## config.mk

```make
export PLATFORM = sky130hd
export DESIGN_NAME = vga_timing_gen
export DESIGN_NICKNAME = d
export VERILOG_FILES = /design/src/rtl/vga_timing_gen.sv
export SDC_FILE = /design/constraint.sdc
export NUM_CORES = 1
export LEC_CHECK = 0
export BUFFER_PORTS_ARGS = -buffer_cell sky130_fd_sc_hd__buf_2
export CORE_MARGIN = 2
export CORE_UTILIZATION = 30
export DETAILED_ROUTE_END_ITERATION = 6
export PLACE_DENSITY = 0.5
export SYNTH_ARGS = -nofsm -noshare
export SYNTH_HDL_FRONTEND = slang
export SYNTH_SLANG_ARGS = --single-unit
```

## constraint.sdc

```tcl
create_clock -name clk -period 2.3 [get_ports clk]
set_input_delay 0.23 -clock clk [delete_from_list [all_inputs] [get_ports clk]]
set_output_delay 0.23 -clock clk [all_outputs]
set_load 0.03 [all_outputs]
```

## src/rtl/vga_timing_gen.sv

```systemverilog
// vga_timing_gen: parametrised VGA timing generator with look-ahead pixel
// coordinates, a matched sync/active delay line and a registered, blanked
// RGB output stage. Everything advances only on pixel-enable ticks.
module vga_timing_gen #(
  parameter int H_ACTIVE  = 1440,
  parameter int H_FP      = 80,
  parameter int H_SYNC    = 152,
  parameter int H_BP      = 232,
  parameter int V_ACTIVE  = 900,
  parameter int V_FP      = 1,
  parameter int V_SYNC    = 3,
  parameter int V_BP      = 28,
  parameter bit HS_POL    = 1'b0,
  parameter bit VS_POL    = 1'b1,
  parameter int CW        = 4,
  parameter int LOOKAHEAD = 1,
  parameter int XW        = 11,
  parameter int YW        = 10
) (
  input  logic          clk,
  input  logic          rst_n,
  input  logic          pix_en,
  input  logic [CW-1:0] red_in,
  input  logic [CW-1:0] gre_in,
  input  logic [CW-1:0] blu_in,
  output logic [CW-1:0] pix_r,
  output logic [CW-1:0] pix_g,
  output logic [CW-1:0] pix_b,
  output logic          hsync,
  output logic          vsync,
  output logic          de,
  output logic [XW-1:0] curr_x,
  output logic [YW-1:0] curr_y,
  output logic          coord_valid,
  output logic          frame_start,
  output logic          line_start
);

  localparam int H_TOTAL = H_SYNC + H_BP + H_ACTIVE + H_FP;
  localparam int V_TOTAL = V_SYNC + V_BP + V_ACTIVE + V_FP;
  localparam int H_START = H_SYNC + H_BP;
  localparam int H_END   = H_START + H_ACTIVE;
  localparam int V_START = V_SYNC + V_BP;
  localparam int V_END   = V_START + V_ACTIVE;
  localparam int HW      = (H_TOTAL > 1) ? $clog2(H_TOTAL) : 1;
  localparam int VW      = (V_TOTAL > 1) ? $clog2(V_TOTAL) : 1;

  logic [HW-1:0] hcount;
  logic [VW-1:0] vcount;
  logic [31:0]   h_pos;
  logic [31:0]   v_pos;
  logic          h_last;
  logic          v_last;
  logic          h_act;
  logic          v_act;
  logic          hsync_i;
  logic          vsync_i;
  logic          active_i;
  logic [2:0]    raw_bus;
  logic [2:0]    dly_bus;
  logic          dly_hs;
  logic          dly_vs;
  logic          dly_act;

  // Counters widened to 32 bits so window bounds equal to a power of two
  // never alias to zero when compared.
  assign h_pos  = 32'(hcount);
  assign v_pos  = 32'(vcount);
  assign h_last = (h_pos == 32'(H_TOTAL - 1));
  assign v_last = (v_pos == 32'(V_TOTAL - 1));

  // Pixel and line counters; the line counter steps when the pixel counter wraps
  always_ff @(posedge clk) begin
    if (!rst_n) begin
      hcount <= '0;
      vcount <= '0;
    end else if (pix_en) begin
      if (h_last) begin
        hcount <= '0;
        vcount <= v_last ? '0 : vcount + 1'b1;
      end else begin
        hcount <= hcount + 1'b1;
      end
    end
  end

  // Issue stage: raw timing flags, visible coordinates and tick-qualified strobes
  always_comb begin
    h_act       = (h_pos >= 32'(H_START)) && (h_pos < 32'(H_END));
    v_act       = (v_pos >= 32'(V_START)) && (v_pos < 32'(V_END));
    hsync_i     = (h_pos < 32'(H_SYNC));
    vsync_i     = (v_pos < 32'(V_SYNC));
    active_i    = h_act && v_act;
    coord_valid = active_i;
    curr_x      = '0;
    curr_y      = '0;
    if (active_i) begin
      curr_x = XW'(h_pos - 32'(H_START));
      curr_y = YW'(v_pos - 32'(V_START));
    end
    line_start  = active_i && (curr_x == '0) && pix_en;
    frame_start = active_i && (curr_x == '0) && (curr_y == '0) && pix_en;
  end

  assign raw_bus = {hsync_i, vsync_i, active_i};

  // The delay line gives the renderer LOOKAHEAD ticks between seeing a
  // coordinate and presenting its colour; syncs ride along so their relation
  // to colour is independent of the look-ahead depth.
  generate
    if (LOOKAHEAD == 0) begin : g_no_delay
      assign dly_bus = raw_bus;
    end else begin : g_delay
      logic [2:0] pipe [LOOKAHEAD];

      // Shift raw flags one stage per pixel tick; reset clears to inactive
      always_ff @(posedge clk) begin
        if (!rst_n) begin
          for (int i = 0; i < LOOKAHEAD; i++) pipe[i] <= '0;
        end else if (pix_en) begin
          pipe[0] <= raw_bus;
          for (int i = 1; i < LOOKAHEAD; i++) pipe[i] <= pipe[i-1];
        end
      end

      assign dly_bus = pipe[LOOKAHEAD-1];
    end
  endgenerate

  assign dly_hs  = dly_bus[2];
  assign dly_vs  = dly_bus[1];
  assign dly_act = dly_bus[0];

  // Output register: apply sync polarity and blank colour outside the active area
  always_ff @(posedge clk) begin
    if (!rst_n) begin
      hsync <= ~HS_POL;
      vsync <= ~VS_POL;
      de    <= 1'b0;
      pix_r <= '0;
      pix_g <= '0;
      pix_b <= '0;
    end else if (pix_en) begin
      hsync <= dly_hs ? HS_POL : ~HS_POL;
      vsync <= dly_vs ? VS_POL : ~VS_POL;
      de    <= dly_act;
      pix_r <= dly_act ? red_in : '0;
      pix_g <= dly_act ? gre_in : '0;
      pix_b <= dly_act ? blu_in : '0;
    end
  end

endmodule

```

==> results of run 1 <==
-- registers in the layout, summed over array words and instances (netlist names) --
signal,flops
hcount,11
pix_g,4
g_delay.pipe,3
de,1
pix_b,4
hsync,1
pix_r,4
vcount,10
vsync,1
-- cells by family (layout without fill, tap and decap cells) --
logic type      after synthesis  after routing  share of synthesized area
compound gates               50             50                     0.1258
mux                           2              2                   0.008316
buf+inv                      41             97                    0.09096
simple gates                141            142                     0.3488
xor+xnor                     16             16                    0.05821
fa+ha+maj                     6              6                    0.03118
flops                        39             39                     0.3368
-- cells in the final DEF (no fill, tap or decap), types with 2 or more instances in the layout --
| cell | instances |
|---|---|
| xnor2_1 | 13 |
| nand4_1 | 12 |
| and3_1 | 3 |
| nand2b_1 | 4 |
| nand3_2 | 2 |
| or3_1 | 5 |
| ha_1 | 3 |
| dfxtp_2 | 9 |
| dfxtp_1 | 26 |
| inv_1 | 16 |
| o22ai_1 | 3 |
| o211ai_1 | 3 |
| and2_1 | 4 |
| clkbuf_8 | 5 |
| a31oi_1 | 2 |
| nor2b_1 | 26 |
| buf_6 | 2 |
| and4_1 | 2 |
| nor4_1 | 3 |
| o21ai_0 | 8 |
| or4_1 | 3 |
| nor2_1 | 31 |
| o21a_1 | 3 |
| edfxtp_1 | 3 |
| ha_4 | 2 |
| mux2i_1 | 2 |
| nor3_1 | 8 |
| nand2_1 | 14 |
| a21oi_1 | 21 |
| buf_4 | 26 |
| buf_2 | 42 |
| nand3_1 | 8 |
| xor2_1 | 3 |
| and4_4 | 2 |
| nor4_4 | 2 |
-- worst max path at each step --
stage | startpoint | end | slack (ps) | cells after the start
global route | hcount[7] | frame_start | -7 | 7
CTS | hcount[7] | frame_start | -4 | 7
finish | hcount[8] | curr_x[9] | 80 | 7
global placement | vcount[0] | frame_start | 190 | 6
floorplan | vcount[0] | curr_y[5] | 30 | 7
detailed placement | vcount[0] | frame_start | 150 | 6
-- worst register-to-register path: stages (launching register included) --
cell     delay, ps
dfxtp_1        470
ha_1           270
and3_1         360
nand3_2        220
nand2_1        350
buf_4          230
nor2_1          60
-- cell usage after synthesis, types with 3 or more instances --
cell type and n:
nor3_1 8, dfxtp_1 36, ha_1 6, inv_1 17, o22ai_1 3, nand2b_1 4, and4_1 3, nor2b_1 26
and3_1 3, clkbuf_1 5, o21ai_0 8, nand3_1 8, nor4_1 3, xor2_1 3, or4_1 3, buf_2 10
and2_1 4, a21oi_1 21, edfxtp_1 3, or3_1 5, nor2_1 32, o211ai_1 3, buf_6 7, xnor2_1 13
o21a_1 3, nand2_1 14, nand4_1 12
-- metrics by stage --
stage,hold slack [ps],setup WS [ps]
after floorplan,382.3,26.09
after global placement,455.2,194.6
after detailed placement,464.8,150.2
after CTS,170.6,-4.459
after global routing,176.5,-6.887
final,177.6,77.03
-- layer usage --
metal | vias to the layer above | track usage | routed length (microns)
li1 | 1136 | - | -
met1 | 1054 | 0.2069 | 3087
met2 | 58 | 0.2266 | 2960
met3 | 10 | 0.02740 | 300
met4 | 0 | 0.04227 | 89
met5 | - | 0 | 0
-- layout make-up --
| class | count | area [sq um] | share of cell area |
|---|---|---|---|
| Tap cell | 102 | 127.6 | 0.04203 |
| Clock buffer | 5 | 68.82 | 0.02266 |
| Sequential cell | 39 | 825.8 | 0.2719 |
| Inverter | 17 | 63.81 | 0.02101 |
| Timing Repair Buffer | 72 | 455.4 | 0.1500 |
| Multi-Input combinational cell | 216 | 1451 | 0.4780 |
| Clock inverter | 3 | 43.79 | 0.01442 |
-- what timing repair did --
action | 4_1_cts | 5_1_grt
pin swaps | 1 | 6
endpoints found under the setup margin | 12 | 19
buffers inserted | 4 | 6
resized for setup | 9 | 34
hold endpoints to repair | 0 | 0
gates cloned | 0 | 1
-- power groups by stage --
stage          clock [mW]  sequential (mW)  combinational [mW]
3_5_place_dp            0            0.721              0.0907
2_1_floorplan           0            0.732              0.0454
3_3_place_gp            0            0.721              0.0899
5_1_grt             0.641            0.706               0.102
6_report            0.587            0.704              0.0926
4_1_cts             0.607            0.705              0.0918
==> run_results.csv, run 1 <==
group,metric,value,unit
global_routing,grt_pass1_wl,10200,microns
critical_path,cp-end-kind,"output pin",
pwr,p_leak,1.225,nW
synthesis,syn_nets,316,
drt,antenna_left,0,
global_routing,grt_overflow,0,
timing,clock.fmax,0.4498,GHz
synthesis,netlist.area_leader.share,0.2994,
clocking,clk_latency,290,ps
synthesis,synth.area.top_cells,"dfxtp_1, nor2b_1, nor2_1",
pwr,power_density,455.5,nW/um^2
cells_and_area,fin_area,3037,sq um
pwr,comb_power_share,0.067,
cells_and_area,drive_gt1_frac,0.3153,
clocking,cts_sinks,39,
pwr,p_int,1.057,mW
critical_path,path_buf_inv,2,
synthesis,ys_seq_area_frac,0.3368,
clocking,cts_buffers,5,
placement,gp_congestion,0.8324,
drt,wire_per_inst,14.18,microns
placement,dp_hpwl,4503,microns
critical_path,crit_path_max_fanout,8,
timing,min_period_over_period,0.9665,
critical_path,startpoint_type,"flip-flop",
hold_path,worstHoldEndpoint,"pix_r[0]",
synthesis,ys.flop_type,"dfxtp_1",
timing,relSlewSlack,0.6410,
cells_and_area,finalNetCount,372,
die,die_y,93.58,microns
drt,drc,0,
synthesis,ys_ff_latch,39,
critical_path,r2r_start,"hcount[1]",
critical_path,cp_top_family,"simple AND/OR/NAND/NOR gates",
pwr,p_total,1.383,mW
pwr,peakVddDrop,0.0001915,V
synthesis,postSynthAreaPerCell,8.160,sq um
synthesis,async_flop_share,0,
pwr,switchingPower,0.3268,mW
drt,drt-vias-per-instance,4.974,
pwr,clkPwrFrac,0.424,
placement,dpl.cell_count,435,
critical_path,reg2reg_to,"hcount[3]",
cells_and_area,fillerInstances,848,
critical_path,critPathKind,"flip-flop to output pin",
timing,hold_violations,0,
drt,num_vias,2258,
drt,wirelength,6438,microns
die,start_util,0.3099,
run,max-cap-violations,0,
placement,place_area,2713,sq um
clocking,clock_path_buffers,2,
clocking,clk_pin_slew_worst_paths,80,ps
timing,finalSetupViolCount,0,
critical_path,worst_path_max_delay_cell,"dfxtp_4",
synthesis,synth_cell_types,55,
critical_path,r2r_cells,6,
hold_path,hp-class,"input port to flip-flop",
clocking,clockRootBuffer,"clkbuf_8",
die,die_w,93.58,microns
critical_path,required,2070,ps
clocking,cts.htree.levels,2,
hold_path,hold_depth,3,
timing,worst_pin_slew,534.3,ps
global_routing,antenna_found_initial,0,
timing,slew_viol_final,0,
drt,drt_iter0_drc,221,
clocking,hold_buffers,0,
pwr,swShare,0.2362,
cells_and_area,final_cells,454,
clocking,cts_tree,"built",
global_routing,grt_pass1_vias,2024,
die,coreArea,7767,sq um
pwr,pwr-share-seq,0.509,
cells_and_area,final_util,0.3909,
timing,fin_skew,6.792,ps
synthesis,yosysWarningCount,0,
synthesis,synthCells,295,
timing,setup_tns,0,ps
drt,dr.pass1.iters,4,
synthesis,synth_edf_count,3,
die,rows,32,
global_routing,grt_max_degree,21,
cells_and_area,syn2layout_area_growth,26.14,%
critical_path,arrival,1990,ps
run_status,status,"finished clean",
critical_path,worstPathCellList,"ha_2 > or3_1 > o211ai_1 > nand3b_4 > buf_6 > nor2_1 > buf_4",
synthesis,synth_top_area_cell,"dfxtp_1",
critical_path,r2r_slack,250,ps
placement,io_buffers,53,
cells_and_area,diodes,0,
timing,fin_crit,2223,ps
die,ios,54,
global_routing,grt_usage,0.1462,
die,dieArea,8757,sq um
critical_path,cpPeakStageDelay,390,ps
hold_path,hp-start,"red_in[0]",
synthesis,netlist_area,2407,sq um
Power figures use the tool's default switching activity.
==> run 2: changes to the inputs <==
CORE_UTILIZATION = 53   (was 30)
PLACE_DENSITY = 0.79   (was 0.5)
==> run_results.csv, run 2 (synthesis results as in run 1) <==
group,metric,value,unit
clocking,clock_path_buffers,2,
die,ios,54,
clocking,cts_buffers,5,
global_routing,antenna_found_initial,0,
timing,finalSetupViolCount,0,
pwr,peakVddDrop,0.0002716,V
clocking,clk_pin_slew_worst_paths,80,ps
run_status,status,"finished clean",
pwr,power_density,474.6,nW/um^2
timing,slew_viol_final,0,
cells_and_area,final_cells,396,
drt,antenna_left,0,
pwr,p_leak,1.156,nW
placement,gp_congestion,0.8682,
drt,wirelength,5783,microns
cells_and_area,drive_gt1_frac,0.2849,
placement,dpl.cell_count,384,
timing,fin_skew,2.848,ps
hold_path,hold_depth,3,
clocking,cts_tree,"built",
critical_path,r2r_cells,5,
critical_path,cp-end-kind,"output pin",
critical_path,reg2reg_to,"vcount[0]",
critical_path,startpoint_type,"flip-flop",
die,die_y,71.40,microns
cells_and_area,largestRegisters,"hcount x11, vcount x10",
drt,drt_iter0_drc,163,
timing,relSlewSlack,0.6523,
critical_path,r2r_start,"hcount[1]",
timing,clock.fmax,0.4425,GHz
cells_and_area,largest_reg_flops,11,
cells_and_area,mostFrequentLayoutCells,"buf_2, nor2_1, dfxtp_1",
timing,fin_crit,2260,ps
hold_path,worstHoldEndpoint,"pix_g[1]",
cells_and_area,mostFrequentLayoutCell,"buf_2",
global_routing,grt_overflow,0,
critical_path,crit_path_max_fanout,6,
critical_path,critPathKind,"flip-flop to output pin",
placement,io_buffers,53,
placement,place_ws,183.8,ps
clocking,clk_latency,290,ps
global_routing,grt_pass1_vias,2037,
run,max-cap-violations,0,
global_routing,grt_max_degree,25,
drt,dr.pass1.iters,5,
drt,wire_per_inst,14.60,microns
global_routing,grt_usage,0.2296,
die,rows,24,
timing,hold_violations,0,
critical_path,r2r_slack,410,ps
critical_path,arrival,2030,ps
cells_and_area,syn2layout_area_growth,19.44,%
cells_and_area,final_util,0.6603,
die,coreArea,4354,sq um
timing,timing.final.ws_setup,40.30,ps
cells_and_area,regMostFlops,"hcount",
cells_and_area,diodes,0,
die,die_w,71.40,microns
drt,drt-vias-per-instance,5.702,
timing,worst_pin_slew,517.6,ps
hold_path,hp-start,"gre_in[1]",
die,start_util,0.5529,
clocking,clockRootBuffer,"clkbuf_8",
pwr,p_total,1.365,mW
clocking,cts_sinks,39,
cells_and_area,fillerInstances,364,
global_routing,grt_pass1_wl,9473,microns
timing,min_period_over_period,0.9825,
critical_path,required,2070,ps
cells_and_area,finalNetCount,364,
drt,num_vias,2258,
placement,dp_hpwl,3976,microns
die,dieArea,5097,sq um
clocking,cts.htree.levels,2,
hold_path,hp-class,"input port to flip-flop",
drt,drc,0,
[run 2: cell count changes in the layout (fill, tap and decap cells not counted), moves of 2 or more]
cell / delta
dfxtp_2: -5
buf_2: +4
buf_4: -10
nor3_1: -2
nor3_2: +2
dfxtp_1: +5
[run 2: how the worst max path moves through the flow]
stage / startpoint / to / slack, ps / depth (start not counted)
after floorplan: vcount[0] / curr_y[5] / 30 / 7
after global placement: vcount[0] / frame_start / 230 / 6
after detailed placement: vcount[0] / frame_start / 180 / 6
after CTS: hcount[7] / frame_start / -9 / 7
after global routing: hcount[7] / curr_y[4] / -30 / 7
final: hcount[7] / curr_y[5] / 40 / 7
[run 2: cell type report]
cell class,count,area (sq um),area share
sequential,39,819.5,0.2850
tap,52,65.06,0.02263
multi-input combinational,215,1421,0.4943
timing repair buffer,65,392.9,0.1366
clock inverter,3,43.79,0.01523
clock buffer,5,68.82,0.02393
inverter,17,63.81,0.02219
[run 2: timing repair]
item	in CTS	in global routing
setup buffers	3	1
hold buffers	0	0
resized for setup	5	24
pin swaps	0	4
endpoints found under the setup margin	10	22
[run 2: critical path, stage by stage (launching register included)]
cell	delay (ps)
dfxtp_4	360
inv_1	50
ha_1	190
o21a_1	100
o211ai_1	300
nand3b_4	200
nor3_1	290
buf_2	240
[run 2: through the flow]
stage          setup TNS (ps)  area (sq um)  hold WS (ps)
6_report                    0          2875         184.3
5_1_grt                -45.42          2875         188.6
3_3_place_gp                0          2643         465.3
4_1_cts                -9.058          2804         180.1
2_1_floorplan               0          2407         382.3
3_5_place_dp                0          2643         484.9
[run 2: routing by layer]
metal,share of wire,track usage,vias to the layer above
met5,0,0,-
met4,0.018,0.09224,0
met3,0.056,0.04923,11
met2,0.47,0.3652,84
met1,0.45,0.3044,1047
li1,-,-,1116
[run 2: power breakdown]
part           internal, mW  switching, mW  leakage [nW]
Combinational        0.0371         0.0527         0.771
Clock                 0.323          0.248        0.0581
Sequential            0.695        0.00861         0.327
Total                  1.06          0.309          1.16
